[src/rtl/dsp_run_sequencer.sv]
// Boot/run sequencer for the dsp core: streams program and data words into the memories,
// pulses the core reset, then runs until halt or cycle budget. Option macro: LOAD_CHECKSUM_EN (adds ld_sum).
module dsp_run_sequencer #(
    parameter int IWIDTH     = 16,
    parameter int DWIDTH     = 16,
    parameter int IADDR_W    = 12,
    parameter int DADDR_W    = 8,
    parameter int RST_CYCLES = 2,
    parameter int MAX_CYCLES = 4122,
    parameter int HALT_WIN   = 4,
    localparam int LW = (IWIDTH > DWIDTH) ? IWIDTH : DWIDTH
) (
    input  logic               clk,
    input  logic               reset,
`ifdef LOAD_CHECKSUM_EN
    output logic [15:0]        ld_sum,
`endif
    input  logic               ld_valid,
    output logic               ld_ready,
    input  logic               ld_sel,
    input  logic               ld_last,
    input  logic [LW-1:0]      ld_data,
    input  logic               start,
    input  logic               abort,
    output logic               imem_we,
    output logic [IADDR_W-1:0] imem_addr,
    output logic [IWIDTH-1:0]  imem_wdata,
    output logic               dmem_we,
    output logic [DADDR_W-1:0] dmem_addr,
    output logic [DWIDTH-1:0]  dmem_wdata,
    input  logic [IADDR_W-1:0] cpu_pc,
    output logic               cpu_reset,
    output logic               busy,
    output logic               done,
    output logic               timeout,
    output logic               load_err,
    output logic [31:0]        cycle_cnt
);

    localparam int RCW = (RST_CYCLES > 1) ? $clog2(RST_CYCLES) : 1;
    localparam int SW  = $clog2(HALT_WIN + 1);

    typedef enum logic [2:0] {S_IDLE, S_LOAD, S_RST, S_RUN, S_DONE} state_t;

    state_t             state;
    state_t             ns;
    // One extra bit per counter: the MSB set means every address has been written.
    logic [IADDR_W:0]   icnt;
    logic [DADDR_W:0]   dcnt;
    logic [RCW-1:0]     rst_cnt;
    logic [SW-1:0]      stable;
    logic [SW-1:0]      stable_nx;
    logic [IADDR_W-1:0] prev_pc;
    logic               pc_valid;
    logic               pc_eq;
    logic               accept;
    logic               start_ok;
    logic               halt_hit;
    logic               budget_hit;
    logic [31:0]        cnt_inc;

    assign accept     = ld_ready && ld_valid && !abort;
    assign start_ok   = start && !abort && (state == S_IDLE || state == S_DONE);
    assign pc_eq      = pc_valid && (cpu_pc == prev_pc);
    assign stable_nx  = pc_eq ? stable + SW'(1) : '0;
    assign halt_hit   = stable_nx >= SW'(HALT_WIN);
    assign cnt_inc    = cycle_cnt + 32'd1;
    assign budget_hit = cnt_inc >= 32'(MAX_CYCLES);

    always_comb begin
        ns = state;
        unique case (state)
            S_IDLE: if (start) ns = S_LOAD;
            S_LOAD: if (accept && ld_last) ns = S_RST;
            S_RST:  if (rst_cnt == RCW'(RST_CYCLES - 1)) ns = S_RUN;
            S_RUN:  if (halt_hit || budget_hit) ns = S_DONE;
            S_DONE: if (start) ns = S_LOAD;
            default: ns = S_IDLE;
        endcase
        if (abort) ns = S_IDLE;
    end

    // Handshake/status outputs are registered from the next state so they line up with it.
    always_ff @(posedge clk) begin
        if (!reset) begin
            state      <= S_IDLE;
            ld_ready   <= 1'b0;
            busy       <= 1'b0;
            cpu_reset  <= 1'b1;
            done       <= 1'b0;
            timeout    <= 1'b0;
            load_err   <= 1'b0;
            cycle_cnt  <= '0;
            imem_we    <= 1'b0;
            imem_addr  <= '0;
            imem_wdata <= '0;
            dmem_we    <= 1'b0;
            dmem_addr  <= '0;
            dmem_wdata <= '0;
            icnt       <= '0;
            dcnt       <= '0;
            rst_cnt    <= '0;
            stable     <= '0;
            prev_pc    <= '0;
            pc_valid   <= 1'b0;
`ifdef LOAD_CHECKSUM_EN
            ld_sum     <= '0;
`endif
        end else begin
            state     <= ns;
            ld_ready  <= (ns == S_LOAD);
            busy      <= (ns == S_LOAD) || (ns == S_RST) || (ns == S_RUN);
            cpu_reset <= (ns != S_RUN);
            imem_we   <= 1'b0;
            dmem_we   <= 1'b0;
            prev_pc   <= cpu_pc;
            pc_valid  <= (state == S_RUN) && (ns == S_RUN);
            rst_cnt   <= (state == S_RST && ns == S_RST) ? rst_cnt + RCW'(1) : '0;

            if (start_ok) begin
                icnt      <= '0;
                dcnt      <= '0;
                done      <= 1'b0;
                timeout   <= 1'b0;
                load_err  <= 1'b0;
                cycle_cnt <= '0;
            end
            if (abort) begin
                done    <= 1'b0;
                timeout <= 1'b0;
            end

            // A beat to a full target is swallowed and only flags the overflow.
            if (accept) begin
                if (!ld_sel) begin
                    if (icnt[IADDR_W]) begin
                        load_err <= 1'b1;
                    end else begin
                        imem_we    <= 1'b1;
                        imem_addr  <= icnt[IADDR_W-1:0];
                        imem_wdata <= ld_data[IWIDTH-1:0];
                        icnt       <= icnt + 1'b1;
                    end
                end else begin
                    if (dcnt[DADDR_W]) begin
                        load_err <= 1'b1;
                    end else begin
                        dmem_we    <= 1'b1;
                        dmem_addr  <= dcnt[DADDR_W-1:0];
                        dmem_wdata <= ld_data[DWIDTH-1:0];
                        dcnt       <= dcnt + 1'b1;
                    end
                end
            end

            // Halt detection takes priority over the budget when both land together.
            if (state == S_RUN && !abort) begin
                cycle_cnt <= cnt_inc;
                stable    <= stable_nx;
                if (halt_hit)
                    done <= 1'b1;
                else if (budget_hit)
                    timeout <= 1'b1;
            end else begin
                stable <= '0;
            end

`ifdef LOAD_CHECKSUM_EN
            if (abort || start_ok)
                ld_sum <= '0;
            else if (accept)
                ld_sum <= ld_sum + 16'(ld_data);
`endif
        end
    end

endmodule

[config.mk]
export PLATFORM = sky130hd
export DESIGN_NAME = dsp_run_sequencer
export DESIGN_NICKNAME = d
export VERILOG_FILES = /design/src/rtl/dsp_run_sequencer.sv
export SDC_FILE = /design/constraint.sdc
export NUM_CORES = 1
export LEC_CHECK = 0
export CAP_MARGIN = 20
export CORE_ASPECT_RATIO = 1.5
export CORE_MARGIN = 1
export CORE_UTILIZATION = 25
export CTS_CLUSTER_SIZE = 20
export DETAILED_ROUTE_END_ITERATION = 8
export PLACE_DENSITY_LB_ADDON = 0.05
export SLEW_MARGIN = 5
export SYNTH_ARGS = -nofsm -noshare
export SYNTH_HDL_FRONTEND = slang
export SYNTH_SLANG_ARGS = --single-unit
[constraint.sdc]
create_clock -name clk -period 3 [get_ports clk]
set_input_delay 0.45 -clock clk [delete_from_list [all_inputs] [get_ports clk]]
set_output_delay 0.45 -clock clk [all_outputs]
set_load 0.005 [all_outputs]
==> impl_summary.txt, run 1 <==
----------------------------------------------------
[Outcome]
  Result of the run ... completed

[Global routing]
  Global route total overflow ... 0
  Largest net degree at the start of global routing ... roughly 110
  Global-route wire length before repair ... 33.6 mm
  Antenna violations before repair ... 0
  Global-route total usage across every layer ... ~17%
  Via count of the first global-routing pass ... 6172

[Routing]
  Detailed Routing Iterations Pass 1 ... 5
  Via/cell ratio ... roughly 4.8
  Post-detailed-route count of antenna-violating nets ... 0
  Total via count in the routed design ... just over 6000
  Per-cell routed wire length ... around 16 um
  DRC violation count after routing ... 0
  Starting DRC count in detailed routing ... between 200 and 300
  Total wire length ... about 21 mm

[Synthesis]
  Count of synthesis-stage warnings from yosys ... 0
  Count of different cell masters after synthesis ... 55
  Mean Syn Cell Area ... just under 8 um2
  Cell count after synthesis ... between 700 and 800
  Share of synthesized area occupied by flip-flops and latches ... a little over two fifths
  Synthesized Nets ... roughly 830
  Total standard cell area after synthesis ... just over 6000 um2
  Top FF cell, synth ... sky130_fd_sc_hd__dfxtp_1
  Number of enable flip-flop cells after synthesis ... 0
  Share of synthesized flip-flops with an asynchronous set or reset ... 0%
  Seq cells post-synth ... ~130

[Clock tree]
  Worst-Skew Late Latency ... between 0.4 and 0.5 ns
  Depth of the CTS H-tree ... 4
  CTS tree ... built
  Maximum buffer depth of the clock tree ... 2
  Hold-fix buffer count after cts ... 0
  Number of clock sinks seen by CTS ... between 100 and 150
  Setup repair bufs after CTS ... 0
  Inserted Clock Buffers ... 17
  CTS Root Buffer Type ... sky130_fd_sc_hd__clkbuf_16
  Clock slew at reported path FFs ... around 0.060 ns

[Critical path]
  R2R Setup Slk ... roughly 0.18 ns
  Worst EP required ... 3.34 ns
  Startpoint type of the worst setup path ... flop
  Kind of critical path ... flop to flop
  Category of the worst setup path capture point ... flop
  Arrival time of the worst setup path ... 3.16 ns
  Critical path fanouts, max ... 9

[Power]
  IR Drop Worst-Case VDD ... about 0.00035 V
  PwrDens ... a little under 500 nW/um2
  Static Leakage ... around 3.0 nW
  Post-layout total power ... approximately 4.2 mW

[Place]
  Post-Place Worst Slack ... -0.0130 ns
  Dpl hpwl ... about 15 mm
  Weighted congestion reported at the end of routability-driven placement ... 0.827
  Number of buffer cells added on primary ports ... between 100 and 150

[Run]
  Max Cap Viol ... 0

[Die]
  Die Footprint ... between 20000 and 30000 um2
  CORE AREA ... ~24000 um2
  Die Span Y ... roughly 200 um
  Horizontal extent of the die ... approximately 130 um
  Site Rows ... 70
  Initial core utilization ... 25.4%
  I/O pins ... 127

[Timing]
  Setup-violating endpoint count in the final report ... 0
  Final count of pins violating max slew ... 0
  Final TNS setup ... 0 ns
  WHS ... 0.423 ns
  Final critical-path setup slack ... roughly 0.18 ns
  Minimum clock period after layout ... between 2 and 3 ns
  Post-route fraction of the period consumed by the critical path ... between 90% and 100%
  Fmax achieved ... about 350 MHz
  Setup repair after global routing missed its margin ... no
  Slew HR ... around two thirds
  Transition time of the tightest slew-check pin ... 0.503 ns
  Number of failing hold endpoints at the final stage ... 0
  Final worst clock skew ... 0.00881 ns

[Finish]
  Layout Utilization ... approximately 36%
  Fraction of final layout cells sized beyond drive strength 1 ... between 10 and 15%
  Layout filler cell count ... about 2600
  Area growth, synth to finish ... 40.7%
  Total number of nets in the final design ... ~970
  ANT cells ... 0

[Hold path]
  Path category of the worst min-delay check ... flop to flop

----------------------------------------------------
final cells by class:
cell class                 count  area [um2]  share of cell area, %
tap                          324         405                   4.68
clock inverter                 7         116                   1.34
clock buffer                  25         505                   5.83
inverter                       2        7.51                 0.0867
timing repair buffer         178        1660                   19.2
multi-input combinational    601        3280                   37.9
sequential                   134        2680                   31.0
critical path, cell delays in order, from the launching register on:
cell	delay, ns
sky130_fd_sc_hd__dfxtp_1	0.46
sky130_fd_sc_hd__nand4_1	0.12
sky130_fd_sc_hd__buf_4	0.19
sky130_fd_sc_hd__nor4_4	0.28
sky130_fd_sc_hd__nand3_1	0.20
sky130_fd_sc_hd__xnor2_1	0.17
sky130_fd_sc_hd__or4_4	0.50
sky130_fd_sc_hd__nor4_4	0.35
sky130_fd_sc_hd__nand3_2	0.16
sky130_fd_sc_hd__buf_4	0.17
sky130_fd_sc_hd__a21oi_1	0.15
what timing repair did:
item | CTS | global route
gates cloned | 0 | 0
setup endpoints to repair | 3 | 2
resized for setup | 1 | 1
endpoints found under the hold margin | 0 | 0
power by group:
group / leakage (nW) / switching (mW) / internal [mW]
registers: 1.08 / 0.00823 / 1.79
logic: 1.63 / 0.0960 / 0.0841
clock network: 0.303 / 0.780 / 1.42
logic make-up after synthesis:
group	after synthesis	synth area share [%]
multiplexers	5	0.833
buffers and inverters	57	3.76
adder cells (fa/ha/maj)	5	1.02
AO/OA/AOI/OAI	188	17.4
XOR/XNOR	26	3.70
AND/OR/NAND/NOR	377	29.7
flip-flops	134	43.6
sequential cells by signal, indices dropped and copies added (netlist names):
register / flops
cycle_cnt: 32
dmem_wdata: 16
imem_wdata: 16
icnt: 13
imem_addr: 12
prev_pc: 12
dcnt: 9
dmem_addr: 8
stable: 3
state: 3
busy: 1
cpu_reset: 1
dmem_we: 1
done: 1
imem_we: 1
ld_ready: 1
load_err: 1
pc_valid: 1
rst_cnt: 1
timeout: 1
cell usage in the layout, fill, tap and decap left out, types with 13 or more instances in the layout:
cell type,count
sky130_fd_sc_hd__xnor2_1,23
sky130_fd_sc_hd__o21ai_0,34
sky130_fd_sc_hd__clkbuf_16,17
sky130_fd_sc_hd__nor3_1,16
sky130_fd_sc_hd__a21oi_1,105
sky130_fd_sc_hd__nor2_1,86
sky130_fd_sc_hd__and2_1,13
sky130_fd_sc_hd__clkdlybuf4s50_1,126
sky130_fd_sc_hd__nand2_1,151
sky130_fd_sc_hd__a31oi_1,15
sky130_fd_sc_hd__buf_4,51
sky130_fd_sc_hd__and3_1,17
sky130_fd_sc_hd__dfxtp_1,134
sky130_fd_sc_hd__nand3_1,17
sky130_fd_sc_hd__nand4_1,13
sky130_fd_sc_hd__nor4_1,13
per-stage QoR:
stage	instances	area, um2
floorplan	792	6180
global placement	1239	8030
detailed placement	1239	8030
CTS	1271	8660
global route	1271	8660
finish	1271	8660
final timing paths:
path,end,cells past startpoint,from
setup / recovery,state[1],10,cycle_cnt[11]
hold / removal,rst_cnt,1,rst_cnt
setup reg to reg,state[1],10,cycle_cnt[11]
hold reg to reg,rst_cnt,1,rst_cnt
layer usage:
layer | part of all wire (%) | vias to the layer above | global-route usage (%) | wire (um)
li1 | - | 3060 | - | -
met1 | 39 | 2905 | 18.6 | 8120
met2 | 54 | 149 | 31.9 | 11200
met3 | 5.3 | 23 | 4.00 | 1110
met4 | 1.6 | 0 | 6.20 | 335
met5 | 0 | - | 0 | 0
synth_stat cells, types with 3 or more instances:
cell                       instances  share of area (%)
sky130_fd_sc_hd__a21oi_1         105                8.5
sky130_fd_sc_hd__a22oi_1           5               0.61
sky130_fd_sc_hd__a311oi_1         10                1.4
sky130_fd_sc_hd__a31oi_1          15                1.5
sky130_fd_sc_hd__and2_1           13                1.3
sky130_fd_sc_hd__and3_1           17                1.7
sky130_fd_sc_hd__and4_1            3               0.43
sky130_fd_sc_hd__buf_2             5               0.41
sky130_fd_sc_hd__buf_4             3               0.37
sky130_fd_sc_hd__clkbuf_1         47                2.9
sky130_fd_sc_hd__dfxtp_1         134                 44
sky130_fd_sc_hd__ha_1              5                1.0
sky130_fd_sc_hd__mux2i_1           4               0.65
sky130_fd_sc_hd__nand2_1         151                9.2
sky130_fd_sc_hd__nand2b_1          3               0.30
sky130_fd_sc_hd__nand3_1          18                1.5
sky130_fd_sc_hd__nand3b_1         10                1.2
sky130_fd_sc_hd__nand4_1          13                1.3
sky130_fd_sc_hd__nand4b_1          5               0.71
sky130_fd_sc_hd__nor2_1           87                5.3
sky130_fd_sc_hd__nor3_1           17                1.4
sky130_fd_sc_hd__nor4_1           14                1.4
sky130_fd_sc_hd__o21ai_0          34                2.8
sky130_fd_sc_hd__or2_2             5               0.51
sky130_fd_sc_hd__or3_1             5               0.51
sky130_fd_sc_hd__xnor2_1          23                3.3
sky130_fd_sc_hd__xor2_1            3               0.43
Note: power is estimated with default switching activity, not from simulation.
==> inputs of run 2 (changes only) <==
--- a/config.mk
+++ b/config.mk
@@ -6,9 +6,9 @@
 export NUM_CORES = 1
 export LEC_CHECK = 0
 export CAP_MARGIN = 20
-export CORE_ASPECT_RATIO = 1.5
 export CORE_MARGIN = 1
 export CORE_UTILIZATION = 25
+export CTS_BUF_LIST = sky130_fd_sc_hd__clkbuf_2 sky130_fd_sc_hd__clkbuf_4 sky130_fd_sc_hd__clkbuf_8
 export CTS_CLUSTER_SIZE = 20
 export DETAILED_ROUTE_END_ITERATION = 8
 export PLACE_DENSITY_LB_ADDON = 0.05
==> run 2 against run 1 <==
Net effect:
- sequential share of layout area up 0.73 points
- die area is essentially flat
- critical endpoint is now cpu_reset
- clock power down 27%
- highest routed layer unchanged
- first-iteration DRC count up 48%
- critical path type unchanged
- maximum frequency fell by 3.1%
- largest power group is now sequential cells
==> impl_summary.txt, run 2 (synthesized netlist as in run 1, its figures left out) <==
----------------------------------------------------
[Hold path]
  Startpoint of the lowest-slack hold path ... stable[0] (was rst_cnt)
  Number of cells traversed by the worst hold path ... 1 (unchanged)
  Path category of the worst min-delay check ... flop to flop (unchanged)
  Destination of the worst hold path ... stable[0] (was rst_cnt)

[Timing]
  Post-route fraction of the period consumed by the critical path ... 97.0% (was 94.0%)
  Fmax achieved ... 344 MHz (was 355 MHz)
  Transition time of the tightest slew-check pin ... 0.526 ns (was 0.503 ns)
  Final critical-path setup slack ... 0.0906 ns (was 0.181 ns)
  Final worst clock skew ... 0.0140 ns (was 0.00881 ns)
  Minimum clock period after layout ... 2.91 ns (was 2.82 ns)
  Setup repair after global routing missed its margin ... no (unchanged)
  Final count of pins violating max slew ... 0 (unchanged)
  Final TNS setup ... 0 ns (unchanged)
  Setup-violating endpoint count in the final report ... 0 (unchanged)
  Number of failing hold endpoints at the final stage ... 0 (unchanged)
  Slew HR ... 64.9% (was 66.4%)

[Critical path]
  Cell at the slowest stage of the critical path ... sky130_fd_sc_hd__dfxtp_1 (was sky130_fd_sc_hd__or4_4)
  Startpoint of the worst setup timing path ... cycle_cnt[23] (was cycle_cnt[11])
  Cells along the critical path ... nand4_1 -> buf_4 -> nor4_1 -> nor4b_2 -> buf_4 -> mux2i_1 -> a21o_1 -> and3_1 -> nand3_2 -> a211o_1 (was nand4_1 -> buf_4 -> nor4_4 -> nand3_1 -> xnor2_1 -> or4_4 -> nor4_4 -> nand3_2 -> buf_4 -> a21oi_1)
  Crit path top cell by count ... sky130_fd_sc_hd__buf_4
  Slowest Stage Delay on Critical Path ... 0.56 ns (was 0.50 ns)
  Startpoint type of the worst setup path ... flop (unchanged)
  Critical path fanouts, max ... 8 (was 9)
  Arrival time of the worst setup path ... 3.24 ns (was 3.16 ns)
  Worst r2r dst ... cpu_reset (was state[1])
  Worst EP required ... 3.33 ns (was 3.34 ns)
  Kind of critical path ... flop to flop (unchanged)
  Startpoint of the lowest-slack register-to-register path ... cycle_cnt[23] (was cycle_cnt[11])
  Cell count of the worst reg-to-reg path ... 10 (unchanged)
  R2R Setup Slk ... 0.09 ns (was 0.18 ns)
  Category of the worst setup path capture point ... flop (unchanged)

[Clock tree]
  Number of clock sinks seen by CTS ... 134 (unchanged)
  Clock slew at reported path FFs ... 0.08 ns (was 0.06 ns)
  Maximum buffer depth of the clock tree ... 2 (unchanged)
  Hold-fix buffer count after cts ... 0 (unchanged)
  CTS Root Buffer Type ... sky130_fd_sc_hd__clkbuf_8 (was sky130_fd_sc_hd__clkbuf_16)
  CTS tree ... built (unchanged)
  Worst-Skew Late Latency ... 0.44 ns (was 0.42 ns)
  Depth of the CTS H-tree ... 4 (unchanged)
  Inserted Clock Buffers ... 17 (unchanged)

[Finish]
  Fraction of final layout cells sized beyond drive strength 1 ... 11.6% (was 11.1%)
  Total number of nets in the final design ... 975 (was 974)
  Biggest register ... cycle_cnt (unchanged)
  ANT cells ... 0 (unchanged)
  Number of flip-flops under the largest register name ... 32 (unchanged)
  Top library cells by usage in the layout, fill and taps aside ... 151 x sky130_fd_sc_hd__nand2_1, 132 x sky130_fd_sc_hd__dfxtp_1, 126 x sky130_fd_sc_hd__clkdlybuf4s50_1, 105 x sky130_fd_sc_hd__a21oi_1, 87 x sky130_fd_sc_hd__nor2_1 (was 151 x sky130_fd_sc_hd__nand2_1, 134 x sky130_fd_sc_hd__dfxtp_1, 126 x sky130_fd_sc_hd__clkdlybuf4s50_1, 105 x sky130_fd_sc_hd__a21oi_1, 86 x sky130_fd_sc_hd__nor2_1)
  Most frequent standard cell in the layout excluding fill and tap cells ... sky130_fd_sc_hd__nand2_1 (unchanged)
  Largest regs ... cycle_cnt (32), dmem_wdata (16), imem_wdata (16) (unchanged)
  Area growth, synth to finish ... 37.6% (was 40.7%)
  Layout filler cell count ... 2551 (was 2579)

[Routing]
  Per-cell routed wire length ... 16.1 um (was 16.4 um)
  Starting DRC count in detailed routing ... 434 (was 294)
  Via/cell ratio ... 4.91 (was 4.83)
  Total wire length ... 20.5 mm (was 20.8 mm)
  Detailed Routing Iterations Pass 1 ... 5 (unchanged)
  DRC violation count after routing ... 0 (unchanged)
  Post-detailed-route count of antenna-violating nets ... 0 (unchanged)
  Total via count in the routed design ... 6241 (was 6137)

[Die]
  CORE AREA ... 24200 um2 (was 24300 um2)
  I/O pins ... 127 (unchanged)
  Site Rows ... 57 (was 70)
  Horizontal extent of the die ... 159 um (was 130 um)
  Initial core utilization ... 25.4% (about the same)
  Die Footprint ... 25300 um2 (about the same)
  Die Span Y ... 159 um (was 194 um)

[Global routing]
  Global-route total usage across every layer ... 16.2% (was 17.3%)
  Global route total overflow ... 0 (unchanged)
  Antenna violations before repair ... 0 (unchanged)
  Via count of the first global-routing pass ... 5950 (was 6172)
  Global-route wire length before repair ... 32.8 mm (was 33.6 mm)
  Largest net degree at the start of global routing ... 106 (unchanged)

[Place]
  Weighted congestion reported at the end of routability-driven placement ... 0.879 (was 0.827)
  Dpl hpwl ... 14.4 mm (was 15.1 mm)
  Number of buffer cells added on primary ports ... 126 (unchanged)
  Post-Place Worst Slack ... 0.0321 ns (was -0.0130 ns)

[Outcome]
  Result of the run ... completed (unchanged)

[Power]
  PwrDens ... 422 nW/um2 (was 483 nW/um2)
  IR Drop Worst-Case VDD ... 0.000182 V (was 0.000354 V)
  NetSw ... 0.926 mW (was 0.884 mW)
  Clock share of power ... 44.6% (was 52.6%)
  Sw Share ... 25.9% (was 21.2%)
  Part of the total power dissipated in sequential elements ... 50.3% (was 43.1%)
  Internal ... 2.65 mW (was 3.30 mW)
  Post-layout total power ... 3.58 mW (was 4.18 mW)
  Static Leakage ... 2.93 nW (was 3.02 nW)
  Combinational power share ... 5.1% (was 4.3%)

[Run]
  Max Cap Viol ... 0 (unchanged)

----------------------------------------------------
[run 2: power groups by stage]
stage                     Sequential (mW)  Combinational [mW]  Clock (mW)
final                                1.80               0.182        1.60
after global routing                 1.80               0.198        1.74
after CTS                            1.80               0.184        1.67
after detailed placement             1.84               0.183           0
after global placement               1.84               0.180           0
after floorplan                      1.84              0.0819           0
[run 2: cell type report]
cell class	instances	area [um2]	area share, %
clock inverters	14	165	1.95
multi-input cells	601	3280	38.7
repair buffers	179	1690	19.9
flip-flops and latches	134	2690	31.7
inverters	2	7.51	0.0886
well taps	324	405	4.79
clock buffers	18	241	2.85
[run 2: timing repair]
action,CTS,global route
setup endpoints to repair,1,1
pin swaps,0,2
buffers inserted,0,1
endpoints found under the hold margin,0,0
resized for setup,1,2
[run 2: how the worst max path moves through the flow]
stage,end,slack [ns],cells past startpoint
after floorplan,cpu_reset,0.07,9
after global placement,cpu_reset,0.04,10
after detailed placement,cpu_reset,0.03,10
after CTS,cpu_reset,0.11,10
after global routing,cpu_reset,0.003,10
final,cpu_reset,0.09,10
[run 2: per-layer routing]
metal,vias up,routed length [um],global-route usage (%)
met4,0,210,4.37
met5,-,0,0
li1,3051,-,-
met3,14,922,3.20
met2,179,9620,26.2
met1,2997,9780,21.9
[run 2: critical path, delay by kind of cell, from the launching register on]
kind / cells / cell delay [ns]
and+or+nand+nor: 5 / 1.26
buffers and inverters: 2 / 0.39
DFF: 1 / 0.56
muxes: 1 / 0.18
AOI/OAI and AO/OA: 2 / 0.40
[run 2: stage by stage]
step                      utilization, %  std cells  hold slack (ns)  cell area, um2
after detailed placement            33.2       1239            0.418            8050
after CTS                           34.9       1271            0.436            8460
final                               34.9       1272            0.432            8470
after floorplan                        -        792            0.396            6180
after global placement              33.1       1238            0.405            8040
after global routing                34.9       1272            0.455            8470
